## config.mk

```make
export PLATFORM = sky130hd
export DESIGN_NAME = hadamard_2d_ctrl_flat
export DESIGN_NICKNAME = d
export VERILOG_FILES = /design/src/rtl/hadamard_2d_ctrl_if.sv /design/src/rtl/hadamard_2d_ctrl.sv /design/src/flat_wrapper.sv
export SDC_FILE = /design/constraint.sdc
export NUM_CORES = 1
export LEC_CHECK = 0
export BUFFER_PORTS_ARGS = -buffer_cell sky130_fd_sc_hd__buf_2
export CAP_MARGIN = 30
export CORE_UTILIZATION = 48
export CTS_CLUSTER_DIAMETER = 100
export DETAILED_ROUTE_END_ITERATION = 10
export PLACE_DENSITY = 0.68
export SLEW_MARGIN = 20
export SYNTH_ARGS = -nofsm -noshare
export SYNTH_HDL_FRONTEND = slang
export SYNTH_SLANG_ARGS = --single-unit
```

## constraint.sdc

```tcl
create_clock -name clk -period 12.7 [get_ports clk]
set_input_delay 2.54 -clock clk [delete_from_list [all_inputs] [get_ports clk]]
set_output_delay 2.54 -clock clk [all_outputs]
set_load 0.03 [all_outputs]
```

## src/rtl/hadamard_2d_ctrl_if.sv

```systemverilog
// Handshake and engine bus for the 2D Hadamard controller.
// slave = controller side, master = row source / column sink / engine side.
interface hadamard_2d_ctrl_if #(
    parameter int W = 9
);
    logic                in_valid;
    logic                in_ready;
    logic signed [W-1:0] in_x0, in_x1, in_x2, in_x3;
    logic                out_valid;
    logic                out_ready;
    logic signed [W-1:0] out_y0, out_y1, out_y2, out_y3;
    logic [1:0]          out_idx;
    logic                eng_en;
    logic signed [W-1:0] eng_x0, eng_x1, eng_x2, eng_x3;
    logic signed [W-1:0] eng_y0, eng_y1, eng_y2, eng_y3;
    logic                busy;

    modport slave (
        input  in_valid, in_x0, in_x1, in_x2, in_x3,
        input  out_ready,
        input  eng_y0, eng_y1, eng_y2, eng_y3,
        output in_ready,
        output out_valid, out_y0, out_y1, out_y2, out_y3, out_idx,
        output eng_en, eng_x0, eng_x1, eng_x2, eng_x3,
        output busy
    );

    modport master (
        output in_valid, in_x0, in_x1, in_x2, in_x3,
        output out_ready,
        output eng_y0, eng_y1, eng_y2, eng_y3,
        input  in_ready,
        input  out_valid, out_y0, out_y1, out_y2, out_y3, out_idx,
        input  eng_en, eng_x0, eng_x1, eng_x2, eng_x3,
        input  busy
    );
endinterface

```

## src/rtl/hadamard_2d_ctrl.sv

```systemverilog
// 4x4 2D Hadamard sequencer: routes rows then columns through one shared pipelined
// 1D engine, tracking in-flight samples with a tag shift register matched to its latency.
//
// state  | meaning
// IDLE   | waiting for row 0; accepting it issues it to the engine immediately
// LOAD   | accepting rows 1..3, bubbles issued on empty cycles
// DRAIN1 | waiting for the last pass-1 results to land in r_buf
// COL    | issuing the 4 columns of r_buf to the engine
// DRAIN2 | waiting for the last pass-2 results to land in r_obuf
// OUT    | presenting output columns 0..3, engine frozen
module hadamard_2d_ctrl #(
    parameter int W       = 9,
    parameter int ENG_LAT = 6
) (
    input  logic              clk,
    input  logic              rst,
    hadamard_2d_ctrl_if.slave bus
);
    localparam logic [2:0] S_IDLE   = 3'd0;
    localparam logic [2:0] S_LOAD   = 3'd1;
    localparam logic [2:0] S_DRAIN1 = 3'd2;
    localparam logic [2:0] S_COL    = 3'd3;
    localparam logic [2:0] S_DRAIN2 = 3'd4;
    localparam logic [2:0] S_OUT    = 3'd5;

    logic [2:0]         r_state;
    logic [2:0]         r_rows;
    logic [2:0]         r_cap;
    logic [1:0]         r_col;
    logic [1:0]         r_oidx;
    logic [ENG_LAT-1:0] r_tag;

    logic signed [W-1:0] r_buf  [4][4];
    logic signed [W-1:0] r_obuf [4][4];

    logic                w_in_ready;
    logic                w_accept;
    logic                w_eng_en;
    logic                w_tag_in;
    logic                w_capture;
    logic [2:0]          w_cap_nxt;
    logic                w_out_valid;
    logic signed [W-1:0] w_eng_x [4];

    assign w_in_ready = !rst && ((r_state == S_IDLE) ||
                                 ((r_state == S_LOAD) && (r_rows < 3'd4)));
    assign w_accept   = w_in_ready && bus.in_valid;

    // Row 0 is accepted while still in IDLE, so the engine must step on that cycle too.
    assign w_eng_en = (r_state == S_LOAD) || (r_state == S_DRAIN1) ||
                      (r_state == S_COL)  || (r_state == S_DRAIN2) ||
                      ((r_state == S_IDLE) && w_accept);

    assign w_tag_in    = w_accept || (r_state == S_COL);
    assign w_capture   = r_tag[ENG_LAT-1] && w_eng_en;
    assign w_cap_nxt   = r_cap + {2'b00, w_capture};
    assign w_out_valid = (r_state == S_OUT);

    always_comb begin
        for (int k = 0; k < 4; k++) begin
            w_eng_x[k] = '0;
        end
        if (w_accept) begin
            w_eng_x[0] = bus.in_x0;
            w_eng_x[1] = bus.in_x1;
            w_eng_x[2] = bus.in_x2;
            w_eng_x[3] = bus.in_x3;
        end else if (r_state == S_COL) begin
            for (int k = 0; k < 4; k++) begin
                w_eng_x[k] = r_buf[k][r_col];
            end
        end
    end

    always_ff @(posedge clk) begin
        if (rst) begin
            r_state <= S_IDLE;
            r_rows  <= 3'd0;
            r_cap   <= 3'd0;
            r_col   <= 2'd0;
            r_oidx  <= 2'd0;
            r_tag   <= '0;
        end else begin
            if (w_eng_en) begin
                for (int i = ENG_LAT-1; i > 0; i--) begin
                    r_tag[i] <= r_tag[i-1];
                end
                r_tag[0] <= w_tag_in;
            end
            r_cap <= w_cap_nxt;

            case (r_state)
                S_IDLE: begin
                    if (w_accept) begin
                        r_rows  <= 3'd1;
                        r_state <= S_LOAD;
                    end
                end
                S_LOAD: begin
                    if (w_accept) begin
                        r_rows <= r_rows + 3'd1;
                        if (r_rows == 3'd3) begin
                            r_state <= S_DRAIN1;
                        end
                    end
                end
                S_DRAIN1: begin
                    if (w_cap_nxt == 3'd4) begin
                        r_col   <= 2'd0;
                        r_state <= S_COL;
                    end
                end
                S_COL: begin
                    r_col <= r_col + 2'd1;
                    if (r_col == 2'd3) begin
                        r_state <= S_DRAIN2;
                    end
                end
                S_DRAIN2: begin
                    // capture counter wraps 7 -> 0 on the last pass-2 result
                    if ((r_cap == 3'd7) && w_capture) begin
                        r_oidx  <= 2'd0;
                        r_state <= S_OUT;
                    end
                end
                S_OUT: begin
                    if (bus.out_ready) begin
                        r_oidx <= r_oidx + 2'd1;
                        if (r_oidx == 2'd3) begin
                            r_rows  <= 3'd0;
                            r_state <= S_IDLE;
                        end
                    end
                end
                default: r_state <= S_IDLE;
            endcase
        end
    end

    // Captures 0..3 are pass-1 rows, 4..7 are pass-2 columns.
    always_ff @(posedge clk) begin
        if (w_capture) begin
            if (!r_cap[2]) begin
                r_buf[r_cap[1:0]][0] <= bus.eng_y0;
                r_buf[r_cap[1:0]][1] <= bus.eng_y1;
                r_buf[r_cap[1:0]][2] <= bus.eng_y2;
                r_buf[r_cap[1:0]][3] <= bus.eng_y3;
            end else begin
                r_obuf[0][r_cap[1:0]] <= bus.eng_y0;
                r_obuf[1][r_cap[1:0]] <= bus.eng_y1;
                r_obuf[2][r_cap[1:0]] <= bus.eng_y2;
                r_obuf[3][r_cap[1:0]] <= bus.eng_y3;
            end
        end
    end

    assign bus.in_ready  = w_in_ready;
    assign bus.out_valid = w_out_valid;
    assign bus.out_idx   = r_oidx;
    assign bus.out_y0    = w_out_valid ? r_obuf[0][r_oidx] : '0;
    assign bus.out_y1    = w_out_valid ? r_obuf[1][r_oidx] : '0;
    assign bus.out_y2    = w_out_valid ? r_obuf[2][r_oidx] : '0;
    assign bus.out_y3    = w_out_valid ? r_obuf[3][r_oidx] : '0;
    assign bus.eng_en    = w_eng_en;
    assign bus.eng_x0    = w_eng_x[0];
    assign bus.eng_x1    = w_eng_x[1];
    assign bus.eng_x2    = w_eng_x[2];
    assign bus.eng_x3    = w_eng_x[3];
    assign bus.busy      = (r_state != S_IDLE);
endmodule

```

## src/flat_wrapper.sv

```systemverilog
// flat-port wrapper written by rule: the top's interface ports become plain ports
module hadamard_2d_ctrl_flat 
#(
    parameter int W       = 9,
    parameter int ENG_LAT = 6
)
  (clk, rst, bus_in_valid, bus_in_x0, bus_in_x1, bus_in_x2, bus_in_x3, bus_out_ready, bus_eng_y0, bus_eng_y1, bus_eng_y2, bus_eng_y3, bus_in_ready, bus_out_valid, bus_out_y0, bus_out_y1, bus_out_y2, bus_out_y3, bus_out_idx, bus_eng_en, bus_eng_x0, bus_eng_x1, bus_eng_x2, bus_eng_x3, bus_busy);
  hadamard_2d_ctrl_if #(.W(W)) bus_i ();
  input  logic clk;
  input  logic rst;
  input wire logic [$bits(bus_i.in_valid)-1:0] bus_in_valid;
  input wire logic [$bits(bus_i.in_x0)-1:0] bus_in_x0;
  input wire logic [$bits(bus_i.in_x1)-1:0] bus_in_x1;
  input wire logic [$bits(bus_i.in_x2)-1:0] bus_in_x2;
  input wire logic [$bits(bus_i.in_x3)-1:0] bus_in_x3;
  input wire logic [$bits(bus_i.out_ready)-1:0] bus_out_ready;
  input wire logic [$bits(bus_i.eng_y0)-1:0] bus_eng_y0;
  input wire logic [$bits(bus_i.eng_y1)-1:0] bus_eng_y1;
  input wire logic [$bits(bus_i.eng_y2)-1:0] bus_eng_y2;
  input wire logic [$bits(bus_i.eng_y3)-1:0] bus_eng_y3;
  output wire logic [$bits(bus_i.in_ready)-1:0] bus_in_ready;
  output wire logic [$bits(bus_i.out_valid)-1:0] bus_out_valid;
  output wire logic [$bits(bus_i.out_y0)-1:0] bus_out_y0;
  output wire logic [$bits(bus_i.out_y1)-1:0] bus_out_y1;
  output wire logic [$bits(bus_i.out_y2)-1:0] bus_out_y2;
  output wire logic [$bits(bus_i.out_y3)-1:0] bus_out_y3;
  output wire logic [$bits(bus_i.out_idx)-1:0] bus_out_idx;
  output wire logic [$bits(bus_i.eng_en)-1:0] bus_eng_en;
  output wire logic [$bits(bus_i.eng_x0)-1:0] bus_eng_x0;
  output wire logic [$bits(bus_i.eng_x1)-1:0] bus_eng_x1;
  output wire logic [$bits(bus_i.eng_x2)-1:0] bus_eng_x2;
  output wire logic [$bits(bus_i.eng_x3)-1:0] bus_eng_x3;
  output wire logic [$bits(bus_i.busy)-1:0] bus_busy;
  assign bus_i.in_valid = bus_in_valid;
  assign bus_i.in_x0 = bus_in_x0;
  assign bus_i.in_x1 = bus_in_x1;
  assign bus_i.in_x2 = bus_in_x2;
  assign bus_i.in_x3 = bus_in_x3;
  assign bus_i.out_ready = bus_out_ready;
  assign bus_i.eng_y0 = bus_eng_y0;
  assign bus_i.eng_y1 = bus_eng_y1;
  assign bus_i.eng_y2 = bus_eng_y2;
  assign bus_i.eng_y3 = bus_eng_y3;
  assign bus_in_ready = bus_i.in_ready;
  assign bus_out_valid = bus_i.out_valid;
  assign bus_out_y0 = bus_i.out_y0;
  assign bus_out_y1 = bus_i.out_y1;
  assign bus_out_y2 = bus_i.out_y2;
  assign bus_out_y3 = bus_i.out_y3;
  assign bus_out_idx = bus_i.out_idx;
  assign bus_eng_en = bus_i.eng_en;
  assign bus_eng_x0 = bus_i.eng_x0;
  assign bus_eng_x1 = bus_i.eng_x1;
  assign bus_eng_x2 = bus_i.eng_x2;
  assign bus_eng_x3 = bus_i.eng_x3;
  assign bus_busy = bus_i.busy;
  hadamard_2d_ctrl #(.W(W), .ENG_LAT(ENG_LAT)) u_core (.clk(clk), .rst(rst), .bus(bus_i));
endmodule
```

==> metrics <==
final setup skew between 0.01 and 0.015 ns; PD cells around 140 nW/um^2; Via-to-Cell Ratio 5.77; DRT iter0 DRCs slightly above 400; Avg WL per Cell between 20 and 25 microns; Lkg Pwr roughly 5 nW; I/O Buffers about 150; reg-to-reg startpoint u_core.r_state[2]; Clock Latency Late Sink between 0.5 and 0.6 ns; clock sinks between 300 and 400; Vias around 6400; worst hold path class reg2reg; post-route setup TNS 0 ns; maximum clock path buffer count 3; DRT antenna net count 0; max-slew violations 0; Core Region 24500 sq um; Final Critical Period approximately 6.7 ns; CTS tree built; HPWL Detailed between 15 and 20 mm; most frequent cells in the layout 288 x edfxtp_1, 155 x buf_2, 72 x mux4_2, 37 x and3_1, 36 x a22o_1; Critical Path Start rst; Die Ht about 160 microns; fraction of layout cells with a size suffix above 1 approximately two fifths; Mapped Area around 12000 sq um; # fillers 1802; Slew @ Worst Pin 0.841 ns; setup slack, reg-to-reg around 9.6 ns; vias in the first global route ~6800; post-cts sizing count 0; number of H-tree levels 1; unrepaired setup endpoints after global routing false; setup bufs post-CTS 0; Tot GR Track Use roughly 21%; critical path fanouts, max 26; Total Power about 2.0 mW; clock transition at the registers of the reported paths about 0.060 ns; die area around 26000 sq um; initial core utilization 49.3%; ANT cells 0; Hold Crit Depth 2; Root Buffer clkbuf_16; Cell Rows between 50 and 60; syn nets around 680; final hold violations 0; NumNets Final 840; post-synth cell types 44; synthesized instance count between 500 and 600; worst r2r dst u_core.r_state[0]; Placer Congestion ~0.75; maximum VDD drop between 0.0001 and 0.00015 V; largest net degree at the start of global routing 53; Fmax 0.149 GHz; IO Count between 150 and 200; Max-cap violations 0; sequential-to-total area share from yosys stat about three quarters; final core occ between 50% and 60%; Seq. cell area about 9000 sq um; total wire length between 20 and 30 mm; Area Growth Syn to Fin 18.8%; Synth Warn # 0; initial antenna violation count 1; startpoint types input pin; outcome finished, final reports clean; Post-synth ARST share 0%; commonest non-fill, non-tap cell in the layout edfxtp_1; WHS Endpoint u_core.r_rows[1]; top_reg_cell synth edfxtp_1; DR pass1 iterations 4; WS Path Type in2out; DRC errors left 0; Final Cycle Share a little over half; area of the multi-input gates 2900 sq um; Relative slew margins a little over two fifths; worst endpoint required time a little over 10 ns; hold slack 0.478 ns; Hold Crit Start u_core.r_rows[1]; global route overflow 0; first-pass GRT wire length 39.9 mm; Arrival @ worst endpoint 4.19 ns; R2R depth 9; Synth Area per Inst between 20 and 25 sq um; #FFs+latches synth between 300 and 400; Die Span X approximately 160 microns; crit end category output pin; Num CTS Buffers 30; Post-CTS Hold Buffers 0; Post-synth EDFFs roughly 290; Final setup viols 0
==> through the flow <==
| step | setup slack (ns) | cells | area [sq um] |
|---|---|---|---|
| CTS | 5.75 | 1100 | 14200 |
| global placement | 5.86 | 1040 | 13200 |
| finish | 5.97 | 1104 | 14300 |
| floorplan | 5.30 | 596 | 12100 |
| detailed placement | 5.76 | 1046 | 13300 |
| global route | 5.88 | 1104 | 14300 |
==> per-layer routing <==
layer  vias to the layer above  wire (microns)  GRT usage [%]
li1                       2815               -              -
met1                      3345           11000           27.8
met2                       166           13700           36.1
met3                        38            1090           2.43
met4                         2             496           4.89
met5                         -               9              0
==> critical path: stages <==
cell and delay (ns):
buf_2 0.24, nand2b_1 0.27, nor2_4 0.53, buf_16 0.23
a22o_1 0.16, buf_2 0.20
==> power by group <==
group	switching, mW	total, mW	internal [mW]
logic	0.0439	0.0668	0.0229
registers	0.00232	1.11	1.11
clock network	0.359	0.843	0.485
total	0.405	2.02	1.61
==> final cells by class <==
class	instances	share of cell area, %
multi-input combinational	244	20.2
sequential	307	63.0
inverter	5	0.131
clock inverter	19	1.09
tap	324	2.83
timing repair buffer	170	7.16
clock buffer	35	5.52
==> registers in the layout (all words and copies together) (netlist names) <==
name                cells
u_core.r_buf          144
u_core.r_cap            3
u_core.r_rows           3
u_core.r_col            2
u_core.bus.out_idx      2
u_core.r_obuf         144
u_core.r_state          3
u_core.r_tag            6
==> cells by family after synthesis <==
family	Yosys count	share of synthesized area [%]
mux	77	13.9
buf+inv	45	1.61
xor+xnor	1	0.0726
compound gates	62	4.13
fa+ha+maj	6	0.622
simple gates	98	4.86
flops	307	74.8
==> cells in the mapped netlist, types with 3 or more instances <==
cell type / n / area share, %
a211oi_1: 3 / 0.19
a21oi_1: 4 / 0.17
a22o_1: 36 / 2.6
and3_1: 37 / 1.9
buf_2: 11 / 0.46
clkbuf_1: 25 / 0.78
dfxtp_1: 19 / 3.2
edfxtp_1: 288 / 72
ha_1: 6 / 0.62
inv_1: 5 / 0.16
mux2i_1: 5 / 0.41
mux4_2: 72 / 13
nand2_1: 11 / 0.34
nand2b_1: 7 / 0.36
nand3_1: 3 / 0.12
nor2_1: 10 / 0.31
nor2b_1: 8 / 0.41
nor3_1: 3 / 0.12
nor4_1: 3 / 0.16
nor4b_1: 3 / 0.22
o21ai_0: 7 / 0.29
==> worst max path at each step <==
stage	slack [ns]	cells past startpoint	endpoint
6_report	5.97	6	bus_eng_x2[0]
5_1_grt	5.88	6	bus_eng_x3[5]
4_1_cts	5.75	5	bus_eng_x2[0]
3_5_place_dp	5.76	5	bus_eng_x2[0]
3_3_place_gp	5.86	5	bus_eng_x1[0]
2_1_floorplan	5.30	4	u_core.r_buf[2][0]
Note: power is estimated with default switching activity, not from simulation.
